File: config.mk
export PLATFORM = sky130hd
export DESIGN_NAME = phys_free_list
export DESIGN_NICKNAME = d
export VERILOG_FILES = /design/src/rtl/phys_free_list.sv
export SDC_FILE = /design/constraint.sdc
export NUM_CORES = 1
export LEC_CHECK = 0
export ABC_AREA = 1
export CAP_MARGIN = 15
export CELL_PAD_IN_SITES_DETAIL_PLACEMENT = 1
export CELL_PAD_IN_SITES_GLOBAL_PLACEMENT = 1
export CORE_MARGIN = 2
export CORE_UTILIZATION = 46
export DETAILED_ROUTE_END_ITERATION = 12
export PLACE_DENSITY_LB_ADDON = 0.1
export SLEW_MARGIN = 30
export SYNTH_ARGS = -nofsm -noshare
export SYNTH_HDL_FRONTEND = slang
export SYNTH_SLANG_ARGS = --single-unit
File: constraint.sdc
create_clock -name clk -period 2.8 [get_ports clk]
set_input_delay 0.84 -clock clk [delete_from_list [all_inputs] [get_ports clk]]
set_output_delay 0.84 -clock clk [all_outputs]
set_load 0.02 [all_outputs]
File: src/rtl/phys_free_list.sv
// Circular FIFO of unallocated physical register tags for the rename stage.
// The head tag is presented combinationally; retired tags are appended at the tail.
module phys_free_list #(
   parameter int PHYS_REGS = 32,
   parameter int TAG_W     = 5,
   parameter int ARCH_REGS = 14
) (
   input  logic             clk,
   input  logic             reset,
   input  logic             alloc_req,
   output logic             alloc_valid,
   output logic [TAG_W-1:0] alloc_tag,
   input  logic             free_req,
   input  logic [TAG_W-1:0] free_tag,
   output logic [TAG_W:0]   free_count,
   output logic             empty,
   output logic             full,
   output logic             err_underflow,
   output logic             err_overflow
);

   localparam int             INIT_FREE  = PHYS_REGS - ARCH_REGS;
   localparam logic [TAG_W:0] FULL_COUNT = (TAG_W+1)'(PHYS_REGS);
   localparam logic [TAG_W:0] INIT_COUNT = (TAG_W+1)'(INIT_FREE);
   localparam logic [TAG_W-1:0] INIT_TAIL = TAG_W'(INIT_FREE);

   logic [TAG_W-1:0] entry_reg [PHYS_REGS];
   logic [TAG_W-1:0] head_reg, head_next;
   logic [TAG_W-1:0] tail_reg, tail_next;
   logic [TAG_W:0]   count_reg, count_next;
   logic             err_underflow_reg, err_underflow_next;
   logic             err_overflow_reg, err_overflow_next;
   logic             alloc_ok, free_ok;

   assign empty         = (count_reg == '0);
   assign full          = (count_reg == FULL_COUNT);
   assign free_count    = count_reg;
   assign alloc_valid   = ~empty;
   assign alloc_tag     = entry_reg[head_reg];
   assign err_underflow = err_underflow_reg;
   assign err_overflow  = err_overflow_reg;

   // A release into a full list is still accepted when the head is vacated in the same cycle.
   assign alloc_ok = alloc_req & ~empty;
   assign free_ok  = free_req & (~full | alloc_ok);

   always_comb begin
      head_next          = head_reg;
      tail_next          = tail_reg;
      count_next         = count_reg;
      err_underflow_next = err_underflow_reg | (alloc_req & empty);
      err_overflow_next  = err_overflow_reg | (free_req & ~free_ok);
      if (alloc_ok)
         head_next = head_reg + 1'b1;
      if (free_ok)
         tail_next = tail_reg + 1'b1;
      case ({free_ok, alloc_ok})
         2'b10:   count_next = count_reg + 1'b1;
         2'b01:   count_next = count_reg - 1'b1;
         default: count_next = count_reg;
      endcase
   end

   always_ff @(posedge clk or negedge reset) begin
      if (!reset) begin
         head_reg          <= '0;
         tail_reg          <= INIT_TAIL;
         count_reg         <= INIT_COUNT;
         err_underflow_reg <= 1'b0;
         err_overflow_reg  <= 1'b0;
      end else begin
         head_reg          <= head_next;
         tail_reg          <= tail_next;
         count_reg         <= count_next;
         err_underflow_reg <= err_underflow_next;
         err_overflow_reg  <= err_overflow_next;
      end
   end

   // Entries past the initially free tags start at zero; they are only read after being written.
   generate
      for (genvar gi = 0; gi < PHYS_REGS; gi++) begin : g_entry
         localparam logic [TAG_W-1:0] INIT_TAG =
            (gi < INIT_FREE) ? TAG_W'(ARCH_REGS + gi) : '0;

         always_ff @(posedge clk or negedge reset) begin
            if (!reset)
               entry_reg[gi] <= INIT_TAG;
            else if (free_ok && (tail_reg == TAG_W'(gi)))
               entry_reg[gi] <= free_tag;
         end
      end
   endgenerate

endmodule

# After elaboration in Yosys (flattened, before gate mapping)
# Index checks and enable logic that the tools add are counted.
word_totals:
  register_bits: 178
  in_bits: 9
classes:
  bitwise: 11
  reduce_logical: 35
  muxes: 4
  addsub: 4
  order_cmp: 1
  eq_ne: 34
ops:
  columns: ["operator", "n"]
  rows:
  - ["== test 5 bit, second input constant", 16]
  - ["== test 5 x 4 -> 1 bit, second input constant", 8]
  - ["logical AND 1 bit", 32]
  - ["binary-select mux 5 bit (select 5 bit)", 1]
  - ["== test 5 x 3 -> 1 bit, second input constant", 4]
  - ["case mux 6 bit (2 select lines)", 1]
  - ["adder 5 x 1 -> 5 bit, second input constant", 2]
  - ["== test 5 x 2 -> 1 bit, second input constant", 2]
  - ["2-to-1 mux 5 bit", 2]
  - ["adder 6 x 1 -> 6 bit, second input constant", 1]
  - ["== test 6 bit, second input constant", 1]
  - ["greater-or-equal comparator 6 bit, second input constant", 1]
  - ["logical NOT 6 bit", 1]
  - ["NOT 5 -> 6 bit", 1]
  - ["subtractor 6 x 1 -> 6 bit, second input constant", 1]
  - ["== test 5 x 1 -> 1 bit, second input constant", 1]
  - ["logical NOT 5 bit", 1]
  - ["bitwise AND 1 bit", 4]
  - ["NOT 1 bit", 3]
  - ["OR 1 bit", 3]
  - ["== test 2 x 1 -> 1 bit, second input constant", 1]
  - ["== test 2 bit, second input constant", 1]
  - ["nonzero test 2 bit", 1]

# Longest topological paths before layout
# Gate-level depths: netlist (run 1).
logic_depth:
  depth_word: 8
  depth_mapped: 16
  mapped_depth_nobuf: 16

# Worst setup path before layout (run 1)
# Ideal clock, no wire load.
synth_path:
  path_type: "register to register"
  startpoint: "register count_reg[3], in the netlist free_count[3]"
  endpoint: "register count_reg[5], in the netlist free_count[5]"
  required_ns: 2.687
  path_buffers: 0
  path_stages_with_launch: 17
  setup_time_ns: 0.113
  setup_slack_ns: 0.406
  period_less_slack_ns: 2.394
  arrival_time_ns: 2.281
  path_cell_list: "dfrtp_1 nor2_1 nand3_1 nand2_2 inv_1 nand2_2 inv_1 ha_1 nand2_1 nor2_1 nand2_1 nand4_1 nand2_1 nand2_1 nand2_1 nand2_1 inv_1"
synth_via:
  elab_chain_cells: 7
  word_cells_on_any_way: 13
synth_lines:
  columns: ["element", "line", "rtl"]
  rows:
  - ["start, declared", "30", "logic [TAG_W:0] count_reg, count_next;"]
  - ["start signal, assigned", "74", "count_reg <= count_next;"]
  - ["logical NOT 6 bit (*)", "35", "assign empty = (count_reg == '0);"]
  - ["NOT 1 bit (*)", null, null]
  - ["via alloc_valid", "11", "output logic alloc_valid,"]
  - ["bitwise AND 1 bit (*)", "44", "assign alloc_ok = alloc_req & ~empty;"]
  - ["OR 1 bit", "45", "assign free_ok = free_req & (~full | alloc_ok);"]
  - ["bitwise AND 1 bit", "45", null]
  - ["== test 2 x 1 -> 1 bit / == test 2 bit (equally long branches)", "57", "case ({free_ok, alloc_ok})"]
  - ["case mux 6 bit (2 select lines) / nonzero test 2 bit (equally long branches)", null, null]
# The timed path passes the listed nets; every way through them passes the cells marked *.
# A chain may end at the register's enable or synchronous reset.

# Worst setup path after layout (run 1)
layout_path:
  startpoint: "register head_reg[0]"
  endpoint: "output port alloc_tag[0]"
layout_via:
  elab_chain_cells: 4
layout_lines:
  columns: ["element", "line", "rtl"]
  rows:
  - ["start, declared", "28", "logic [TAG_W-1:0] head_reg, head_next;"]
  - ["start signal, assigned", "72", "head_reg <= head_next;"]
  - ["NOT 5 -> 6 bit (implied by the code)", "39", "assign alloc_tag = entry_reg[head_reg];"]
  - ["binary-select mux 5 bit (select 5 bit)", "39", null]
  - ["2-to-1 mux 5 bit (implied by the code) (2 in series)", "39", null]
  - ["end, declared", "12", "output logic [TAG_W-1:0] alloc_tag,"]
# No other way between the ends. The select of a mux whose other input is x is not followed.

==> results of run 1 <==
==> cells by family after synthesis <==
| family | synth area share (%) |
|---|---|
| buffers and inverters | 4.111 |
| DFF | 52.20 |
| AOI/OAI and AO/OA | 12.23 |
| adders and majority gates | 1.817 |
| xor gates and xnor gates | 1.111 |
| and+or+nand+nor | 28.53 |
==> per-stage QoR <==
stage / hold slack (ns) / area [µm²] / instances
after floorplan: 0.4478 / 8675 / 1077
after global placement: 0.4592 / 9468 / 1338
after detailed placement: 0.4647 / 9468 / 1338
after CTS: 0.3586 / 10450 / 1378
after global routing: 0.3735 / 10830 / 1384
final: 0.3353 / 10830 / 1384
==> synthesized netlist by cell type, drive strengths merged <==
cell type,number
dfstp,59
o21bai,2
nand2,423
nand4,3
xnor2,2
clkinv,1
o21ai,189
nand3,67
a21oi,15
clkbuf,29
ha,11
dfrtp,119
a31oi,1
inv,38
fa,1
xor2,9
buf,17
nor2,91
==> timing repair <==
item | 4_1_cts | 5_1_grt
resized for setup | 112 | 74
pin swaps | 50 | 46
cloned | 3 | 5
setup endpoints to repair | 8 | 7
buffers inserted | 5 | 1
endpoints found under the hold margin | 0 | 0
==> power by group <==
part | leakage, nW | internal, mW | switching [mW]
Clock | 0.295 | 1.35 | 1.16
Sequential | 2.16 | 3.91 | 0.820
Combinational | 2.64 | 2.74 | 3.88
==> routing by layer <==
metal | share of wire [%] | global-route usage [%] | vias up
li1 | - | - | 3610
met1 | 45 | 39.90 | 3888
met2 | 49 | 48.88 | 163
met3 | 3.7 | 5.029 | 59
met4 | 3.2 | 9.789 | 0
met5 | 0 | 0 | -
==> final cells by class <==
| cell class | count | area (µm²) | area share (%) |
|---|---|---|---|
| repair buffers | 87 | 1095 | 10.11 |
| flip-flops and latches | 178 | 4529 | 41.81 |
| clock inverters | 15 | 172.7 | 1.594 |
| clock buffers | 17 | 425.4 | 3.927 |
| well taps | 234 | 292.8 | 2.702 |
| multi-input cells | 814 | 4165 | 38.45 |
| inverters | 39 | 153.9 | 1.420 |
==> critical path, delay by kind of cell, from the launching register on <==
| kind | cells | cell delay, ns |
|---|---|---|
| simple gates | 7 | 0.64 |
| buf+inv | 5 | 0.60 |
| flops | 1 | 0.45 |
==> placed cells by master (no fill, tap or decap), types with 7 or more instances in the layout <==
master           synthesis  routed
a21oi_2                  0      10
buf_12                   1      12
buf_4                    0      32
buf_6                    1      10
buf_8                    0       7
clkbuf_16                0      22
clkdlybuf4s50_1          0      15
dfrtp_1                119     118
dfstp_2                 59      59
ha_1                    11      11
inv_1                   37      32
nand2_1                394     362
nand2_2                 14      44
nand2_4                 15      17
nand3_1                 67      41
nand3_2                  0      26
nor2_1                  87      64
nor2_2                   2      13
nor2_4                   0      12
o21ai_0                 99      85
o21ai_1                 85      99
xor2_1                   9       9
==> worst min path at each step <==
stage / from / to / depth (start not counted)
after global placement: entry_reg[140] / entry_reg[140] / 2
after detailed placement: entry_reg[152] / entry_reg[152] / 2
after floorplan: entry_reg[101] / entry_reg[101] / 2
final: reset / entry_reg[49] / 1
after CTS: reset / entry_reg[49] / 1
after global routing: reset / entry_reg[49] / 1
==> impl_metrics.yaml, run 1 <==
status:
  status: "finished with violations"
  violations: "negative setup slack"
setup_path:
  cp-start-kind: "flop"
  cp_max_fo: 8
  cp.arrival_ns: 2.16
  slowest_stage: "dfrtp_2"
  path_common_cell: "nand2_1"
  reg2reg_slack_ns: 0.55
  r2r_cells: 16
  reg2reg_to: "free_count[5]"
  worstSetupPathType: "flop to output port"
  slowest_delay_ns: 0.45
  endpoint: "alloc_tag[0]"
  cp-end-kind: "output port"
  path_cells: "buf_12, buf_12, buf_8, nand2_1, nand2_1, nand2_1, nand3_2, nand3_1, nand2_2, nand2_2, inv_2, buf_6"
  cp_data_required_time_ns: 1.96
  rr_startpoint: "free_count[3]"
  crit_start: "head_reg[0]"
finish:
  fin_nets: 1158
  n_antenna_cell: 0
  fin_util_pct: 58.31
  n_fill_cell: 2123
  syn_to_final_growth_pct: 24.89
  drive_gt1_share_pct: 25.83
  largest_reg_flops: 160
job:
  maxCapViolations: 0
global_routing:
  grt.overflow.total: 0
  grt_usage_pct: 29.58
  grt_antenna_before_repair: 0
  grt_pass1_vias: 7984
  grt_pass1_wl_um: 44950
  grt_start_max_net_pins: 54
sta:
  relSlewSlack_pct: 60.94
  rsz0062_at_grt: "yes"
  drv_slew: 0
  layout_min_cycle_time_ns: 3.002
  worst_clock_skew_ns: 0.008117
  layout_setup_ws_ns: -0.2015
  hold_viol: 0
  tightest_slew_ns: 0.5859
  fmax_mhz: 333.2
  setup_viol: 5
  fin_crit_sh_pct: 107.2
  fin_tns_setup_ns: -0.8796
detailed_routing:
  wl_um: 28870
  dr.pass1.iters: 5
  viasPerCell: 5.578
  vias: 7720
  wire_per_inst_um: 20.86
  drc: 0
  initialDrtViolationCount: 426
  final_antenna_net_count: 0
clocking:
  clk_latency_ns: 0.45
  cts_hold_buf: 0
  cts_buffer_depth: 2
  clk_pin_slew_worst_paths_ns: 0.07
  cts_made_buffers: 17
  root_buffer: "clkbuf_16"
  cts_tree: "done"
  h-tree-depth: 4
  cts.sinks: 178
power_and_ir_drop:
  power.leakage_nw: 5.102
  ir_drop_v: 0.0007440
  pwr_density_cell_nw_per_um2: 1280
  p_total_mw: 13.86
yosys:
  synth_area_leaders: "dfrtp_1, dfstp_2, nand2_1, o21ai_0, o21ai_1"
  synth_seq_cells: 178
  syn_area_per_cell_um2: 8.054
  synth_nets: 1098
  ys_types: 29
  yosys.area.top_type_share_pct: 34.33
  ys_seq_area_share_pct: 52.20
  ys_warn_count: 0
  synthCells: 1077
  synth_area_leader_cell: "dfrtp_1"
  syn_area_um2: 8675
die:
  die_x_um: 141.3
  rows: 50
  start_util_pct: 46.69
  io-pin-count: 25
  design.core.area_um2: 18580
  die_h_um: 141.3
  die_area_um2: 19970
placement:
  portBuffers: 24
  pre_cts_slack_ns: -0.1371
  gp_congestion: 0.8433
  dp.final_hpwl_um: 17810
worst_hold_path:
  hold_class: "input pin to async pin"
No activity file was read; power rests on OpenSTA's default activity.
==> run 2: changes to the inputs <==
--- a/config.mk
+++ b/config.mk
@@ -10,7 +10,7 @@
 export CELL_PAD_IN_SITES_DETAIL_PLACEMENT = 1
 export CELL_PAD_IN_SITES_GLOBAL_PLACEMENT = 1
 export CORE_MARGIN = 2
-export CORE_UTILIZATION = 46
+export CORE_UTILIZATION = 47
 export DETAILED_ROUTE_END_ITERATION = 12
 export PLACE_DENSITY_LB_ADDON = 0.1
 export SLEW_MARGIN = 30
==> run 2 against run 1 <==
Net effect: the run still ends with negative setup slack left; worst hold slack improved by 0.051 ns; total power fell by 3.6%; critical path depth did not move; critical endpoint is now alloc_tag[3].
==> impl_metrics.yaml, run 2 (synthesis gave the netlist of run 1 again) <==
worst_hold_path:
  hold_class: "input pin to async pin"
global_routing:
  grt_antenna_before_repair: 0
  grt_start_max_net_pins: 63
  grt_usage_pct: 28.95
  grt_pass1_vias: 8184
  grt.overflow.total: 0
  grt_pass1_wl_um: 44040
setup_path:
  cp.arrival_ns: 2.19
  cp_max_fo: 6
  slowest_delay_ns: 0.45
  cp-start-kind: "flop"
  cp-end-kind: "output port"
  slowest_stage: "dfrtp_2"
  path_cells: "buf_12, buf_12, buf_12, nor2_4, nor2_1, o21ai_1, nand3_1, nand3_1, nand2_1, nand2_2, inv_2, buf_6"
  path_common_cell: "buf_12"
  worstSetupPathType: "flop to output port"
  cp_data_required_time_ns: 1.96
clocking:
  clk_latency_ns: 0.44
  cts_hold_buf: 0
  cts.sinks: 178
  cts_tree: "done"
  clk_pin_slew_worst_paths_ns: 0.08
  root_buffer: "clkbuf_16"
  cts_made_buffers: 17
  h-tree-depth: 4
  cts_buffer_depth: 2
sta:
  relSlewSlack_pct: 56.05
  fin_crit_sh_pct: 108.4
  setup_viol: 5
  drv_slew: 0
  layout_setup_ws_ns: -0.2343
  fmax_mhz: 329.6
  layout_min_cycle_time_ns: 3.034
  tightest_slew_ns: 0.6593
  worst_clock_skew_ns: 0.01249
  rsz0062_at_grt: "yes"
  hold_viol: 0
status:
  status: "finished with violations"
  violations: "negative setup slack"
finish:
  final_common_cell: "nand2_1"
  largest_reg_flops: 160
  final_area_um2: 10630
  n_antenna_cell: 0
  syn_to_final_growth_pct: 22.49
  drive_gt1_share_pct: 22.38
  most-common-layout-cells: "nand2_1, dfrtp_1, o21ai_1"
  fin_util_pct: 58.95
  fin_nets: 1161
detailed_routing:
  wire_per_inst_um: 20.49
  wl_um: 28320
  initialDrtViolationCount: 383
  drc: 0
  final_antenna_net_count: 0
  viasPerCell: 5.605
  dr.pass1.iters: 5
  vias: 7746
die:
  rows: 49
  die_x_um: 139.9
  design.core.area_um2: 18020
  die_h_um: 139.9
  start_util_pct: 48.13
  die_area_um2: 19560
  io-pin-count: 25
placement:
  dp.final_hpwl_um: 17650
  dpl-instance-area_um2: 9509
  gp_congestion: 0.8253
  pre_cts_slack_ns: -0.1681
  portBuffers: 24
power_and_ir_drop:
  power.leakage_nw: 5.037
  pwr_density_cell_nw_per_um2: 1258
  ir_drop_v: 0.0006578
job:
  maxCapViolations: 0
[run 2: cell types whose count changed in the layout (fill, tap and decap cells not counted), sizes merged]
| cell | delta |
|---|---|
| buf | +5 |
| bufinv | -2 |
| clkbuf | -2 |
| clkdlybuf4s50 | +1 |
| clkinv | +1 |
| clkinvlp | +3 |
| dlymetal6s2s | -1 |
| inv | -2 |
[run 2: repair_timing]
item	4_1_cts	5_1_grt
resized for setup	70	61
gates cloned	4	3
endpoints found under the setup margin	6	6
pin swaps	12	31
buffers inserted	4	4
[run 2: area by class of cell]
type / instances / area [µm²]
Fill cell: 2175 / 7400
Sequential cell: 178 / 4529
Multi-Input combinational cell: 814 / 4005
Timing Repair Buffer: 90 / 1084
Clock buffer: 17 / 425.4
Tap cell: 229 / 286.5
Inverter: 39 / 151.4
Clock inverter: 15 / 143.9
[run 2: stage by stage]
stage	TNS [ns]	hold slack [ns]	std cells	power, mW
finish	-0.9216	0.3863	1382	13.37
global route	-1.290	0.4171	1382	14.19
CTS	-0.6688	0.4227	1376	12.73
global placement	-0.4598	0.4598	1336	9.610
detailed placement	-0.6020	0.4641	1336	9.813
floorplan	0	0.4478	1077	7.731
[run 2: worst max-delay path, delay by kind of cell, from the launching register on]
family	cells	cell delay [ns]
buffers and inverters	5	0.62
AND/OR/NAND/NOR	6	0.54
AO/OA/AOI/OAI	1	0.14
flip-flops	1	0.45
[run 2: worst paths after layout]
path	startpoint	endpoint	slack, ns	cells after the start
max in group asynchronous	reset	entry_reg[87]	1.63	2
min reg2reg	entry_reg[129]	entry_reg[129]	0.47	2
min in group clk	entry_reg[129]	entry_reg[129]	0.47	2
min	reset	entry_reg[141]	0.39	1
max reg2reg	free_count[3]	free_count[5]	0.57	16
max	head_reg[0]	alloc_tag[3]	-0.23	12
[run 2: power breakdown]
group,total [mW],switching [mW],internal [mW],leakage [nW]
clock,2.36,1.17,1.18,0.269
sequential,4.68,0.780,3.90,2.16
combinational,6.33,3.73,2.60,2.60
[run 2: metal layers]
metal / routed length (µm) / GRT usage [%] / vias up
li1: - / - / 3607
met1: 12260 / 37.34 / 3934
met2: 14310 / 49.78 / 155
met3: 1100 / 5.058 / 50
met4: 647 / 9.211 / 0
met5: 0 / 0 / -
